File: src/rtl/spi_register_port.sv
// SPI mode-0 slave front end: oversamples ss_n/sclk/mosi on the system clock and
// decodes header/data frames into single-cycle register read/write strobes.
//
// state  | meaning
// -------+-------------------------------------------------------------
// IDLE   | no frame; waits for an armed ss_n falling edge
// HEADER | shifting in 1 R/W bit + ADDR_WIDTH address bits
// DATA   | shifting DATA_WIDTH-bit words (burst), serialising reads on miso
module spi_register_port #(
    parameter int ADDR_WIDTH  = 7,
    parameter int DATA_WIDTH  = 32,
    parameter int SYNC_STAGES = 2
) (
    input  logic                  clock,
    input  logic                  reset_n,
    input  logic                  ss_n,
    input  logic                  sclk,
    input  logic                  mosi,
    output logic                  miso,
    output logic [ADDR_WIDTH-1:0] reg_addr,
    output logic [DATA_WIDTH-1:0] reg_wr_data,
    output logic                  reg_wr_en,
    output logic                  reg_rd_en,
    input  logic [DATA_WIDTH-1:0] reg_rd_data,
    output logic                  frame_active,
    output logic                  frame_error
);

    localparam int MAX_BITS = (ADDR_WIDTH + 1 > DATA_WIDTH) ? ADDR_WIDTH + 1 : DATA_WIDTH;
    localparam int CNT_W    = $clog2(MAX_BITS + 1);

    typedef enum logic [1:0] {
        ST_IDLE   = 2'd0,
        ST_HEADER = 2'd1,
        ST_DATA   = 2'd2
    } state_t;

    state_t                 state_q, state_d;
    logic [SYNC_STAGES-1:0] ss_sync_q, ss_sync_d;
    logic [SYNC_STAGES-1:0] sclk_sync_q, sclk_sync_d;
    logic [SYNC_STAGES-1:0] mosi_sync_q, mosi_sync_d;
    logic                   ss_prev_q, ss_prev_d;
    logic                   sclk_prev_q, sclk_prev_d;
    logic                   armed_q, armed_d;
    logic [CNT_W-1:0]       bit_cnt_q, bit_cnt_d;
    logic [ADDR_WIDTH:0]    hdr_q, hdr_d;
    logic [DATA_WIDTH-1:0]  wr_shift_q, wr_shift_d;
    logic [DATA_WIDTH-1:0]  rd_shift_q, rd_shift_d;
    logic                   rw_q, rw_d;
    logic                   rd_cap_q, rd_cap_d;
    logic [ADDR_WIDTH-1:0]  reg_addr_q, reg_addr_d;
    logic [DATA_WIDTH-1:0]  reg_wr_data_q, reg_wr_data_d;
    logic                   reg_wr_en_q, reg_wr_en_d;
    logic                   reg_rd_en_q, reg_rd_en_d;
    logic                   miso_q, miso_d;
    logic                   frame_active_q, frame_active_d;
    logic                   frame_error_q, frame_error_d;

    logic                   ss_last, sclk_last, mosi_last;
    logic                   ss_rise, ss_fall, sclk_rise, sclk_fall;
    logic [ADDR_WIDTH:0]    hdr_next;
    logic [DATA_WIDTH-1:0]  wr_shift_next;

    assign ss_last       = ss_sync_q[SYNC_STAGES-1];
    assign sclk_last     = sclk_sync_q[SYNC_STAGES-1];
    assign mosi_last     = mosi_sync_q[SYNC_STAGES-1];
    assign ss_rise       = ss_last & ~ss_prev_q;
    assign ss_fall       = ~ss_last & ss_prev_q;
    assign sclk_rise     = sclk_last & ~sclk_prev_q;
    assign sclk_fall     = ~sclk_last & sclk_prev_q;
    assign hdr_next      = {hdr_q[ADDR_WIDTH-1:0], mosi_last};
    assign wr_shift_next = {wr_shift_q[DATA_WIDTH-2:0], mosi_last};

    always_comb begin
        state_d        = state_q;
        ss_sync_d      = {ss_sync_q[SYNC_STAGES-2:0], ss_n};
        sclk_sync_d    = {sclk_sync_q[SYNC_STAGES-2:0], sclk};
        mosi_sync_d    = {mosi_sync_q[SYNC_STAGES-2:0], mosi};
        ss_prev_d      = ss_last;
        sclk_prev_d    = sclk_last;
        armed_d        = armed_q | ss_last;
        bit_cnt_d      = bit_cnt_q;
        hdr_d          = hdr_q;
        wr_shift_d     = wr_shift_q;
        rd_shift_d     = rd_shift_q;
        rw_d           = rw_q;
        rd_cap_d       = reg_rd_en_q;
        reg_addr_d     = reg_addr_q;
        reg_wr_data_d  = reg_wr_data_q;
        reg_wr_en_d    = 1'b0;
        reg_rd_en_d    = 1'b0;
        miso_d         = miso_q;
        frame_active_d = frame_active_q;
        frame_error_d  = 1'b0;

        // Address auto-increments after every strobe so bursts walk (and wrap) naturally.
        if (reg_wr_en_q || reg_rd_en_q) begin
            reg_addr_d = reg_addr_q + 1'b1;
        end

        case (state_q)
            ST_IDLE: begin
                miso_d = 1'b0;
                if (ss_fall && armed_q) begin
                    state_d        = ST_HEADER;
                    frame_active_d = 1'b1;
                    bit_cnt_d      = '0;
                    hdr_d          = '0;
                end
            end
            ST_HEADER, ST_DATA: begin
                if (ss_rise) begin
                    // ss_n wins over a coincident sclk edge; any partial word is dropped.
                    state_d        = ST_IDLE;
                    frame_active_d = 1'b0;
                    miso_d         = 1'b0;
                    frame_error_d  = (bit_cnt_q != '0);
                    bit_cnt_d      = '0;
                end else if (state_q == ST_HEADER) begin
                    if (sclk_rise) begin
                        hdr_d = hdr_next;
                        if (bit_cnt_q == CNT_W'(ADDR_WIDTH)) begin
                            reg_addr_d  = hdr_next[ADDR_WIDTH-1:0];
                            rw_d        = hdr_next[ADDR_WIDTH];
                            reg_rd_en_d = ~hdr_next[ADDR_WIDTH];
                            state_d     = ST_DATA;
                            bit_cnt_d   = '0;
                            wr_shift_d  = '0;
                        end else begin
                            bit_cnt_d = bit_cnt_q + 1'b1;
                        end
                    end
                end else begin
                    if (sclk_rise) begin
                        wr_shift_d = wr_shift_next;
                        if (bit_cnt_q == CNT_W'(DATA_WIDTH - 1)) begin
                            bit_cnt_d = '0;
                            if (rw_q) begin
                                reg_wr_en_d   = 1'b1;
                                reg_wr_data_d = wr_shift_next;
                            end else begin
                                reg_rd_en_d = 1'b1;
                            end
                        end else begin
                            bit_cnt_d = bit_cnt_q + 1'b1;
                        end
                    end
                    if (sclk_fall && !rw_q) begin
                        miso_d     = rd_shift_q[DATA_WIDTH-1];
                        rd_shift_d = rd_shift_q << 1;
                    end
                end
            end
            default: begin
                state_d        = ST_IDLE;
                frame_active_d = 1'b0;
                miso_d         = 1'b0;
            end
        endcase

        // A fresh read word replaces whatever is left in the shifter.
        if (rd_cap_q) begin
            rd_shift_d = reg_rd_data;
        end
    end

    always_ff @(posedge clock or negedge reset_n) begin
        if (!reset_n) begin
            state_q        <= ST_IDLE;
            ss_sync_q      <= '0;
            sclk_sync_q    <= '0;
            mosi_sync_q    <= '0;
            ss_prev_q      <= 1'b0;
            sclk_prev_q    <= 1'b0;
            armed_q        <= 1'b0;
            bit_cnt_q      <= '0;
            hdr_q          <= '0;
            wr_shift_q     <= '0;
            rd_shift_q     <= '0;
            rw_q           <= 1'b0;
            rd_cap_q       <= 1'b0;
            reg_addr_q     <= '0;
            reg_wr_data_q  <= '0;
            reg_wr_en_q    <= 1'b0;
            reg_rd_en_q    <= 1'b0;
            miso_q         <= 1'b0;
            frame_active_q <= 1'b0;
            frame_error_q  <= 1'b0;
        end else begin
            state_q        <= state_d;
            ss_sync_q      <= ss_sync_d;
            sclk_sync_q    <= sclk_sync_d;
            mosi_sync_q    <= mosi_sync_d;
            ss_prev_q      <= ss_prev_d;
            sclk_prev_q    <= sclk_prev_d;
            armed_q        <= armed_d;
            bit_cnt_q      <= bit_cnt_d;
            hdr_q          <= hdr_d;
            wr_shift_q     <= wr_shift_d;
            rd_shift_q     <= rd_shift_d;
            rw_q           <= rw_d;
            rd_cap_q       <= rd_cap_d;
            reg_addr_q     <= reg_addr_d;
            reg_wr_data_q  <= reg_wr_data_d;
            reg_wr_en_q    <= reg_wr_en_d;
            reg_rd_en_q    <= reg_rd_en_d;
            miso_q         <= miso_d;
            frame_active_q <= frame_active_d;
            frame_error_q  <= frame_error_d;
        end
    end

    assign miso         = miso_q;
    assign reg_addr     = reg_addr_q;
    assign reg_wr_data  = reg_wr_data_q;
    assign reg_wr_en    = reg_wr_en_q;
    assign reg_rd_en    = reg_rd_en_q;
    assign frame_active = frame_active_q;
    assign frame_error  = frame_error_q;

endmodule

File: config.mk
export PLATFORM = sky130hd
export DESIGN_NAME = spi_register_port
export DESIGN_NICKNAME = d
export VERILOG_FILES = /design/src/rtl/spi_register_port.sv
export SDC_FILE = /design/constraint.sdc
export NUM_CORES = 1
export LEC_CHECK = 0
export CORE_ASPECT_RATIO = 1.75
export CORE_MARGIN = 2
export CORE_UTILIZATION = 30
export DETAILED_ROUTE_END_ITERATION = 8
export GPL_TIMING_DRIVEN = 0
export MAX_ROUTING_LAYER = met4
export PLACE_DENSITY = 0.58
export SLEW_MARGIN = 20
export SYNTH_ARGS = -nofsm -noshare
export SYNTH_HDL_FRONTEND = slang
export SYNTH_SLANG_ARGS = --single-unit
File: constraint.sdc
create_clock -name clock -period 3.2 [get_ports clock]
set_input_delay 0.32 -clock clock [delete_from_list [all_inputs] [get_ports clock]]
set_output_delay 0.32 -clock clock [all_outputs]
set_load 0.005 [all_outputs]
; ---- Yosys cells after proc, flatten, opt, wreduce, memory -nomap -nowiden
; Index checks and enable logic that the tools add are counted.
[classes]
add_sub_neg = 2
multipliers = 0
div = 0
magnitude_cmp = 0
eq_ne = 17
n_shift = 0
muxes = 57
n_bitwise = 12
reduce_logical = 19
[op_table]
columns = op, n
row1 = $mux 32, 5
row2 = $mux 31, 4
row3 = $mux 7, 10
row4 = $mux 6, 7
row5 = $mux 1, 22
row6 = $ne 3x3->1 const B, 5
row7 = $ne 2x2->1 const B, 7
row8 = $pmux 7 s2, 1
row9 = $pmux 6 s2, 1
row10 = $reduce_and 4->1, 3
row11 = $mux 2, 5
row12 = $reduce_and 5->1, 2
row13 = $add 7x1->7 const B, 1
row14 = $not 1->1, 7
row15 = $add 6x1->6 const B, 1
row16 = $eq 6x3->1 const B, 1
row17 = $eq 6x5->1 const B, 1
row18 = $reduce_and 6->1, 1
row19 = $reduce_bool 2->1, 3
row20 = $reduce_bool 6->1, 1
row21 = $and 1x1->1, 4
row22 = $pmux 2 s2, 1
row23 = $reduce_and 2->1, 2
row24 = $reduce_and 3->1, 1
row25 = 10 further kinds, 11
[totals]
reg_bits = 133
latchBits = 0
ramBits = 0
romBits = 0
input_bits = 37
output_inout_bits = 44
elab_cells = 127
n_memories = 0

; ---- Logic depth before layout (Yosys ltp)
; Gate-level depths: netlist (run 1).
[depth]
depth_word = 8
depth_mapped = 8

; ---- Worst setup path after synthesis (run 1)
; OpenSTA, ideal clock, no wires.
[synth_path]
kind = reg2reg
from = register state_q[1]
to = register reg_addr_q[0] (netlist: reg_addr[0])
setup_ps = 125
arrival_ps = 2110
required_ps = 3075
slack_ps = 965
path_stages_with_launch = 9
n_path_buf = 2
path_cell_list = dfrtp_1 -> inv_1 -> ha_1 -> clkbuf_1 -> inv_1 -> or3_1 -> buf_6 -> nor3_4 -> mux2_4
[synth_via]
elab_chain_len = 4
elab_cells_between_ends = 6
classes_between = eq/ne (2) / mux (3) / reduce/logical (1)
[synth_lines]
columns = element, line_no
row1 = from (decl), 38  ; state_t state_q, state_d;
row2 = from (signal assigned), 190  ; state_q <= state_d;
row3 = $eq 2x1->1, "101, 119"
row4 = $mux 7, 119  ; end else if (state_q == ST_HEADER) begin
row5 = $mux 7, 112  ; if (ss_rise) begin
row6 = $mux 7 (*), 101  ; case (state_q)
row7 = net reg_addr_d[0], 51  ; logic [ADDR_WIDTH-1:0] reg_addr_q, reg_addr_d;
row8 = to (signal assigned), 203  ; reg_addr_q <= reg_addr_d;
row9 = to (decl), 51
; Mark *: on every way through the listed nets, which the timed path passes. The rest lies on a longest branch.
; A chain may end at the register's enable or synchronous reset.

; ---- Worst setup path after layout (run 1)
[layout_path]
from = register state_q[0]
to = register reg_wr_data_q[0] (netlist: reg_wr_data[0])
[layout_via]
elab_chain_len = 3
elab_cells_between_ends = 5
classes_between = eq/ne (2) / bitwise (1) / reduce/logical (2)
[layout_lines]
columns = element, line_no
row1 = $eq 2x1->1 / $eq 2x2->1 (equally long branches), "101, 119"
row2 = $reduce_or 2->1 / $not 1->1 (equally long branches), -
row3 = $reduce_and 6->1 (no source line) (*), -
row4 = to (signal assigned), 204  ; reg_wr_data_q <= reg_wr_data_d;
row5 = to (decl), 52  ; logic [DATA_WIDTH-1:0] reg_wr_data_q, reg_wr_data_d;
; Mark *: on every way between the ends. The rest lies on a longest branch, timed or not.

==> results.yml, run 1 <==
synth:
  synth_top_area_share_pct: 59.91
  synth_nets: 492
  yosysTopAreaCell: "dfrtp_1"
  synth_cell_types: 48
  avgSynthCellArea_um2: 12.37
  synth_common_cells: "dfrtp_1, nand2_1, mux2i_1"
  syn_area_um2: 5555
  async_flop_share_pct: 100.0
  yosys_warnings: 0
  synth_area_leaders: "dfrtp_1, mux2i_1, mux2_2"
  synth_cells: 449
  synth_most_common_cell: "dfrtp_1"
  ys_ff_latch: 133
  synthFlopType: "dfrtp_1"
  ys_seq_area_share_pct: 59.91
  synth_edf_count: 0
detailed_routing:
  avgViaCountPerCell: 4.745
  drtIter0Drc: 187
  vias: 3782
  routed_wl_um: 12180
  firstDrtPassIters: 4
  route.detailed.drc: 0
  wire_per_inst_um: 15.28
  ant_nets: 0
setup_path:
  arrival_ns: 3.05
  reg2reg_depth: 7
  crit_type: "register to register"
  required_ns: 3.50
  critical_path.startpoint: "state_q[0]$_DFFE_PN0P_"
  reg2reg_slack_ns: 0.45
  crit_end: "reg_wr_data[0]$_DFFE_PN0P_"
  cp-start-kind: "register"
  r2r_start: "state_q[0]$_DFFE_PN0P_"
  end_kind: "register"
  r2r-end: "reg_wr_data[0]$_DFFE_PN0P_"
  cp_max_fo: 10
grt:
  antenna_found_initial: 0
  grt_pass1_vias: 4096
  grt_max_degree: 90
  overflow: 0
  grt_usage_pct: 13.42
  grt_pass1_wl_um: 20200
floorplanning:
  ios: 81
  core_region_area_um2: 18050
  dieArea_um2: 19660
  row_count: 65
  die_h_um: 184.0
  die_w_um: 106.9
  start_util_pct: 30.77
cts:
  postCtsSetupRepairBufs: 0
  post_cts_resized: 0
  clkLatencyLatePin_ns: 0.42
  cts_htree_levels: 4
  cts.clk_slew.worst_paths_ns: 0.06
  numCtsBuffers: 17
  cts_hold_buffers: 1
  cts_tree: "built"
  root_buffer: "clkbuf_16"
  clockBufferDepth: 2
  cts_sinks: 133
placement:
  dpl_cell_area_um2: 6681
  place_congestion: 0.7900
  dpl.cell_count: 764
  io_buffers: 80
  dp_slack_ns: 0.4106
  dp_hpwl_um: 8416
timing:
  hold_viol: 0
  grt_setup_unrepaired: "no"
  setup_viol: 0
  drv_slew: 0
  fmax_mhz: 363.3
  relSlewSlack_pct: 36.51
  min_period_ns: 2.752
  setup_ws_ns: 0.4477
  period_share_pct: 86.01
  skew_ns: 0.01240
  worstMarginPinSlew_ns: 0.9482
power:
  leakagePower_uw: 0.003295
  p_sw_share_pct: 26.24
  clkPwrFrac_pct: 45.8
  pwr-share-seq_pct: 41.9
  p_per_area_nw_per_um2: 607.4
  pwr-share-comb_pct: 12.3
  netSwitchingPower_uw: 1165
  internal_power_uw: 3275
  irDropWorstVdd_uv: 324.5
cells_and_area:
  antenna_cells: 0
  fin_area_um2: 7311
  finalNonFillerCells: 797
  nets: 593
  drive_above_1_share_pct: 13.85
  fill_cells: 1731
  final_util_pct: 40.49
  areaGrowthSynthToFinish_pct: 31.60
worst_hold_path:
  hp-class: "input pin to register"
run_status:
  status: "completed"
flow_run:
  cap_violations: 0
## cell type report
type	instances	area, um^2	share of cell area [%]
flip-flops and latches	133	3328	45.52
multi-input cells	274	2059	28.17
clock buffers	18	429.2	5.870
repair buffers	82	843.3	11.54
clock inverters	14	190.2	2.601
well taps	234	292.8	4.005
plain buffers	26	107.6	1.472
inverters	16	60.06	0.8215
## power groups by stage
stage	Clock (uW)	Sequential [uW]	Combinational (uW)
after floorplan	0	1870	354
after global placement	0	1890	542
after detailed placement	0	1890	562
after CTS	2100	1860	567
after global routing	2180	1870	622
final	2030	1860	548
## metal layers
metal | global-route usage [%] | wire length (um) | share of wire, % | vias to the layer above
met1 | 14.70 | 5073 | 42 | 1874
li1 | - | - | - | 1797
met4 | 4.935 | 169 | 1.4 | 0
met2 | 23.18 | 6377 | 52 | 95
met5 | - | 0 | 0 | -
met3 | 3.616 | 555 | 4.6 | 16
## critical path: stages (launching register included)
cell	delay, ns
dfrtp_1	0.35
inv_1	0.08
ha_1	0.27
clkbuf_1	0.22
nor4b_2	0.59
nand2_1	0.32
buf_1	0.39
mux2_1	0.40
## sequential cells by signal, summed over array words and instances (netlist names), 2 cells and up
signal	cells
reg_addr	7
hdr_q	7
rd_shift_q	32
mosi_sync_q	2
wr_shift_q	31
ss_sync_q	2
reg_wr_data	32
sclk_sync_q	2
state_q	2
bit_cnt_q	6
## placed cells by master, fill, tap and decap left out, types with 7 or more instances in the layout
cell type | synthesis | layout
clkbuf_1 | 16 | 17
clkbuf_16 | 0 | 17
nand3_1 | 8 | 8
mux2i_1 | 45 | 45
nand2_1 | 51 | 51
clkdlybuf4s50_1 | 0 | 79
dfrtp_1 | 133 | 133
mux2_2 | 31 | 31
a22o_1 | 31 | 31
o21ai_0 | 39 | 39
inv_1 | 16 | 16
buf_1 | 7 | 7
## cells by family (layout without fill, tap and decap cells)
kind of cell / Yosys count / in the layout / share of synthesized area [%]
buffers and inverters: 42 / 156 / 3.018
flip-flops: 133 / 133 / 59.91
AO/OA/AOI/OAI: 85 / 85 / 10.45
multiplexers: 80 / 80 / 15.34
XOR/XNOR: 6 / 6 / 0.9461
adder cells (fa/ha/maj): 6 / 6 / 1.351
AND/OR/NAND/NOR: 97 / 97 / 8.987
## how the worst min path moves through the flow
stage	cells past startpoint	end	start
after CTS	1	ss_sync_q[0]$_DFF_PN0_	ss_n
after global placement	0	sclk_sync_q[1]$_DFF_PN0_	sclk_sync_q[0]$_DFF_PN0_
after global routing	1	ss_sync_q[0]$_DFF_PN0_	ss_n
final	1	ss_sync_q[0]$_DFF_PN0_	ss_n
after floorplan	0	armed_q$_DFF_PN0_	reset_n
after detailed placement	1	rd_shift_q[18]$_DFFE_PN0P_	reset_n
## through the flow
| step | total power, uW | setup TNS (ns) | hold WS, ns |
|---|---|---|---|
| finish | 4441 | 0 | 0.3510 |
| global route | 4681 | 0 | 0.3351 |
| CTS | 4528 | 0 | 0.3335 |
| detailed placement | 2454 | 0 | 0.2401 |
| global placement | 2429 | -457.07 | 0.3344 |
| floorplan | 2225 | 0 | 0.02441 |
Note: power is estimated with default switching activity, not from simulation.
==> run 2: changes to the inputs <==
Settings changed: GPL_ROUTABILITY_DRIVEN from default to 0, GPL_TIMING_DRIVEN 0 to default.
==> run 2 against run 1 <==
Effect of this change:
- flip-flop and latch count unchanged
- design area decreased by 1.0%
- clock skew decreased by 0.0019 ns
- global-route usage decreased by 0.52 points
- critical path type unchanged
- sequential share of layout area increased by 0.46 points
- hold slack got worse by 0.31 ns
- die area unchanged
- non-clock buffer count decreased by 22
- via count decreased by 2.3%
- core utilization decreased by 0.41 points
- worst setup slack improved by 0.050 ns
==> results.yml, run 2 (synthesis results as in run 1) <==
floorplanning:
  dieArea_um2: 19660
  ios: 81
  core_region_area_um2: 18050
  die_w_um: 106.9
  die_h_um: 184.0
  start_util_pct: 30.77
  row_count: 65
detailed_routing:
  topRoutingLayerUsed: "met4"
  vias: 3695
  ant_nets: 0
  routed_wl_um: 11840
  avgViaCountPerCell: 4.768
  firstDrtPassIters: 4
  route.detailed.drc: 0
  dr_wl_met3_um: 520
  wire_per_inst_um: 15.27
  dr_wl_met2_um: 5886
  drtIter0Drc: 218
  wl_met1_um: 5180
power:
  p_sw_share_pct: 25.17
  leakagePower_uw: 0.003285
  pwr-share-seq_pct: 41.4
  pwr-share-comb_pct: 12.0
  netSwitchingPower_uw: 1132
  p_total_uw: 4497
  clkPwrFrac_pct: 46.6
  internal_power_uw: 3365
  irDropWorstVdd_uv: 296.5
  p_per_area_nw_per_um2: 621.4
placement:
  dp_hpwl_um: 7744
  dp_slack_ns: 0.4734
  io_buffers: 80
setup_path:
  reg2reg_slack_ns: 0.50
  end_kind: "register"
  critPathSlowestCell: "or3b_1"
  required_ns: 3.48
  cp-start-kind: "register"
  reg2reg_depth: 5
  r2r_start: "state_q[1]$_DFFE_PN0P_"
  cp_max_fo: 31
  path_cells: "inv_1 -> ha_1 -> nand2_1 -> or3b_1 -> a22o_1"
  critPathMaxStageDelay_ns: 0.88
  r2r-end: "wr_shift_q[6]$_DFFE_PN0P_"
  crit_type: "register to register"
  arrival_ns: 2.99
cells_and_area:
  nets: 571
  areaGrowthSynthToFinish_pct: 30.27
  final_util_pct: 40.08
  layout_common_cells: "dfrtp_1, clkdlybuf4s50_1, nand2_1"
  drive_above_1_share_pct: 14.79
  final_common_cell: "dfrtp_1"
  antenna_cells: 0
grt:
  grt_pass1_wl_um: 19620
  overflow: 0
  grt_pass1_vias: 3921
  antenna_found_initial: 0
  grt_max_degree: 118
  grt_usage_pct: 12.90
cts:
  root_buffer: "clkbuf_16"
  cts_htree_levels: 4
  cts_sinks: 133
  postCtsSetupRepairBufs: 0
  cts.clk_slew.worst_paths_ns: 0.06
  clockBufferDepth: 2
  post_cts_resized: 0
  clkLatencyLatePin_ns: 0.41
  cts_hold_buffers: 0
  numCtsBuffers: 17
  cts_tree: "built"
timing:
  grt_setup_unrepaired: "no"
  period_share_pct: 84.44
  setup_ws_ns: 0.4978
  relSlewSlack_pct: 28.90
  drv_slew: 0
  hold_viol: 0
  fin_setup_tns_ns: 0
  timing.hold.ws_ns: 0.03737
  fmax_mhz: 370.1
  min_period_ns: 2.702
  worstMarginPinSlew_ns: 1.066
  setup_viol: 0
  skew_ns: 0.01047
run_status:
  status: "completed"
worst_hold_path:
  hp-class: "input pin to asynchronous set/reset pin"
flow_run:
  cap_violations: 0
[run 2: how the worst max path moves through the flow]
stage / to / slack (ns) / startpoint / cells past startpoint
after floorplan: reg_addr[0]$_DFF_PN0_ / 0.97 / state_q[1]$_DFFE_PN0P_ / 8
after global placement: wr_shift_q[21]$_DFFE_PN0P_ / 0.60 / state_q[0]$_DFFE_PN0P_ / 5
after detailed placement: wr_shift_q[13]$_DFFE_PN0P_ / 0.47 / state_q[1]$_DFFE_PN0P_ / 5
after CTS: wr_shift_q[19]$_DFFE_PN0P_ / 0.47 / state_q[1]$_DFFE_PN0P_ / 5
after global routing: wr_shift_q[19]$_DFFE_PN0P_ / 0.27 / state_q[0]$_DFFE_PN0P_ / 5
final: wr_shift_q[6]$_DFFE_PN0P_ / 0.50 / state_q[1]$_DFFE_PN0P_ / 5
[run 2: layout make-up]
cell class              instances  area, um^2
clock buffers                  19       442.9
clock inverters                13       195.2
fillers                      1718       10820
inverters                      16       60.06
multi-input cells             274        2068
flip-flops and latches        133        3328
well taps                     234       292.8
repair buffers                 86       849.6
[run 2: routing by layer]
layer  up-vias  GRT usage [%]
li1       1746              -
met1      1813          15.19
met2       118          21.22
met3        18          2.765
met4         0          5.558
met5         -              -
[run 2: power by group through the flow]
| stage | registers (uW) | logic, uW | clock network [uW] |
|---|---|---|---|
| floorplan | 1870 | 354 | 0 |
| global placement | 1890 | 532 | 0 |
| detailed placement | 1890 | 550 | 0 |
| CTS | 1860 | 555 | 2160 |
| global route | 1880 | 612 | 2230 |
| finish | 1860 | 541 | 2100 |
[run 2: worst max-delay path: cells and delay by family, from the launching register on]
family          cells  cell delay (ns)
buf+inv             1             0.09
fa+ha+maj           1             0.58
compound gates      1             0.36
simple gates        2             1.19
flops               1             0.36
[run 2: per-stage QoR]
step	instance area, um^2	cells
5_1_grt	7237	775
3_5_place_dp	6596	743
6_report	7237	775
2_1_floorplan	5555	449
4_1_cts	7234	775
3_3_place_gp	6596	743
==> run 3: changes to the inputs <==
Settings changed: PLACE_DENSITY 0.58 to 0.6.
Clock period 3.2 ns to 2.4 ns, I/O delays scaled along.
==> run 3 against run 2 <==
Effect of this change:
- global-route usage grew 0.15 points
- clock-buffer cell count did not move
- sequential share of layout area down 0.51 points
- clock power grew 28%
- core utilization grew 0.45 points
- sequential power increased by 33%
- first-iteration DRC count is 36% higher
- critical path depth grew 1
- via count decreased by 0.54%
- largest cell class unchanged
- clock skew is 0.0029 ns higher
- non-clock buffer count rose by 9
==> results.yml, run 3 (synthesis results as in run 1) <==
floorplanning:
  ios: 81
  core_region_area_um2: 18050
  die_h_um: 184.0
  row_count: 65
  dieArea_um2: 19660
  start_util_pct: 30.77
  die_w_um: 106.9
grt:
  grt_pass1_vias: 4084
  grt_max_degree: 84
  grt_pass1_wl_um: 20270
  grt_usage_pct: 13.05
  antenna_found_initial: 0
  overflow: 0
placement:
  dp_hpwl_um: 7927
  dpl_cell_area_um2: 6694
  io_buffers: 80
  dp_slack_ns: 0.2050
power:
  internal_power_uw: 4364
  netSwitchingPower_uw: 1579
  p_total_uw: 5943
  pwr-share-seq_pct: 41.8
  pwr-share-comb_pct: 13.2
  irDropWorstVdd_uv: 438.7
  p_per_area_nw_per_um2: 812.1
  p_sw_share_pct: 26.57
  clkPwrFrac_pct: 45.0
  leakagePower_uw: 0.003328
setup_path:
  end_kind: "register"
  path_cells: "inv_1 -> ha_1 -> or3b_2 -> a32o_1 -> or4b_1 -> o22ai_1"
  reg2reg_depth: 6
  reg2reg_slack_ns: 0.20
  r2r-end: "bit_cnt_q[5]$_DFFE_PN0P_"
  r2r_start: "state_q[0]$_DFFE_PN0P_"
  critPathMaxStageDelay_ns: 0.50
  arrival_ns: 2.52
  required_ns: 2.72
  critPathSlowestCell: "or4b_1"
  cp_max_fo: 7
  cp-start-kind: "register"
  crit_type: "register to register"
cts:
  post_cts_resized: 0
  root_buffer: "clkbuf_16"
  clkLatencyLatePin_ns: 0.41
  cts_htree_levels: 4
  cts_sinks: 133
  cts.clk_slew.worst_paths_ns: 0.07
  clockBufferDepth: 2
  cts_tree: "built"
  numCtsBuffers: 17
detailed_routing:
  drtIter0Drc: 296
  vias: 3675
  wire_per_inst_um: 15.20
  avgViaCountPerCell: 4.688
  firstDrtPassIters: 4
  routed_wl_um: 11920
  ant_nets: 0
  route.detailed.drc: 0
timing:
  min_period_ns: 2.202
  timing.hold.ws_ns: 0.2645
  worstMarginPinSlew_ns: 0.5095
  skew_ns: 0.01335
  setup_ws_ns: 0.1982
  fmax_mhz: 454.2
  relSlewSlack_pct: 66.03
  hold_viol: 0
  period_share_pct: 91.74
  grt_setup_unrepaired: "no"
  drv_slew: 0
  fin_setup_tns_ns: 0
  setup_viol: 0
cells_and_area:
  final_common_cell: "dfrtp_1"
  fin_area_um2: 7318
  multi_input_area_um2: 2068
  layout_common_cells: "dfrtp_1, clkdlybuf4s50_1, nand2_1"
  nets: 580
  fill_cells: 1716
  antenna_cells: 0
  seqCellArea_um2: 3328
  drive_above_1_share_pct: 16.18
  areaGrowthSynthToFinish_pct: 31.73
flow_run:
  cap_violations: 0
run_status:
  status: "completed"
worst_hold_path:
  hp-class: "input pin to asynchronous set/reset pin"
## run 3: changes by cell type in the layout (fill, tap and decap cells not counted), moves of 2 or more
cell        previous run  this run
buf_12                 0         3
clkinv_4               4         2
buf_4                  6        11
inv_8                  0         3
bufinv_16              4         2
clkinvlp_4             0         2
## run 3: timing repair
| item | in CTS | in global routing |
|---|---|---|
| setup buffers | 0 | 0 |
| hold buffers | 1 | 0 |
| hold endpoints to repair | 18 | 0 |
## run 3: stage by stage
step | instances | utilization (%)
finish | 784 | 40.53
global route | 784 | 40.53
CTS | 784 | 40.53
detailed placement | 751 | 37.08
global placement | 751 | 37.08
floorplan | 449 | -
## run 3: area by class of cell
cell class	instances	share of cell area, %
sequential	133	45.48
multi-input combinational	274	28.26
timing repair buffer	95	13.04
clock buffer	19	6.189
tap	234	4.001
clock inverter	13	2.206
inverter	16	0.8207
## run 3: worst max path at each step
stage                            from                       end  slack (ns)  cells after the start
2_1_floorplan  state_q[1]$_DFFE_PN0P_     reg_addr[0]$_DFF_PN0_        0.17                      8
3_3_place_gp   state_q[0]$_DFFE_PN0P_  bit_cnt_q[5]$_DFFE_PN0P_        0.30                      6
3_5_place_dp   state_q[0]$_DFFE_PN0P_  bit_cnt_q[5]$_DFFE_PN0P_        0.20                      6
4_1_cts        state_q[0]$_DFFE_PN0P_  bit_cnt_q[5]$_DFFE_PN0P_        0.19                      6
5_1_grt        state_q[0]$_DFFE_PN0P_     reg_addr[2]$_DFF_PN0_        0.09                      7
6_report       state_q[0]$_DFFE_PN0P_  bit_cnt_q[5]$_DFFE_PN0P_        0.20                      6
## run 3: critical path: cells and delay by family, from the launching register on
family	cells	cell delay [ns]
flip-flops	1	0.35
AO/OA/AOI/OAI	2	0.46
buffers and inverters	1	0.07
adder cells (fa/ha/maj)	1	0.28
AND/OR/NAND/NOR	2	0.96
## run 3: routing by layer
layer | vias to the layer above | track usage (%) | part of all wire (%)
li1 | 1765 | - | -
met1 | 1815 | 14.95 | 42
met2 | 89 | 22.17 | 52
met3 | 6 | 3.651 | 5.4
met4 | 0 | 3.896 | 0.86
met5 | - | - | 0
## run 3: power groups by stage
stage	registers, uW	clock network [uW]	logic, uW
CTS	2480	2770	799
detailed placement	2520	0	796
floorplan	2490	0	472
finish	2480	2680	785
global placement	2510	0	771
global route	2500	2870	878
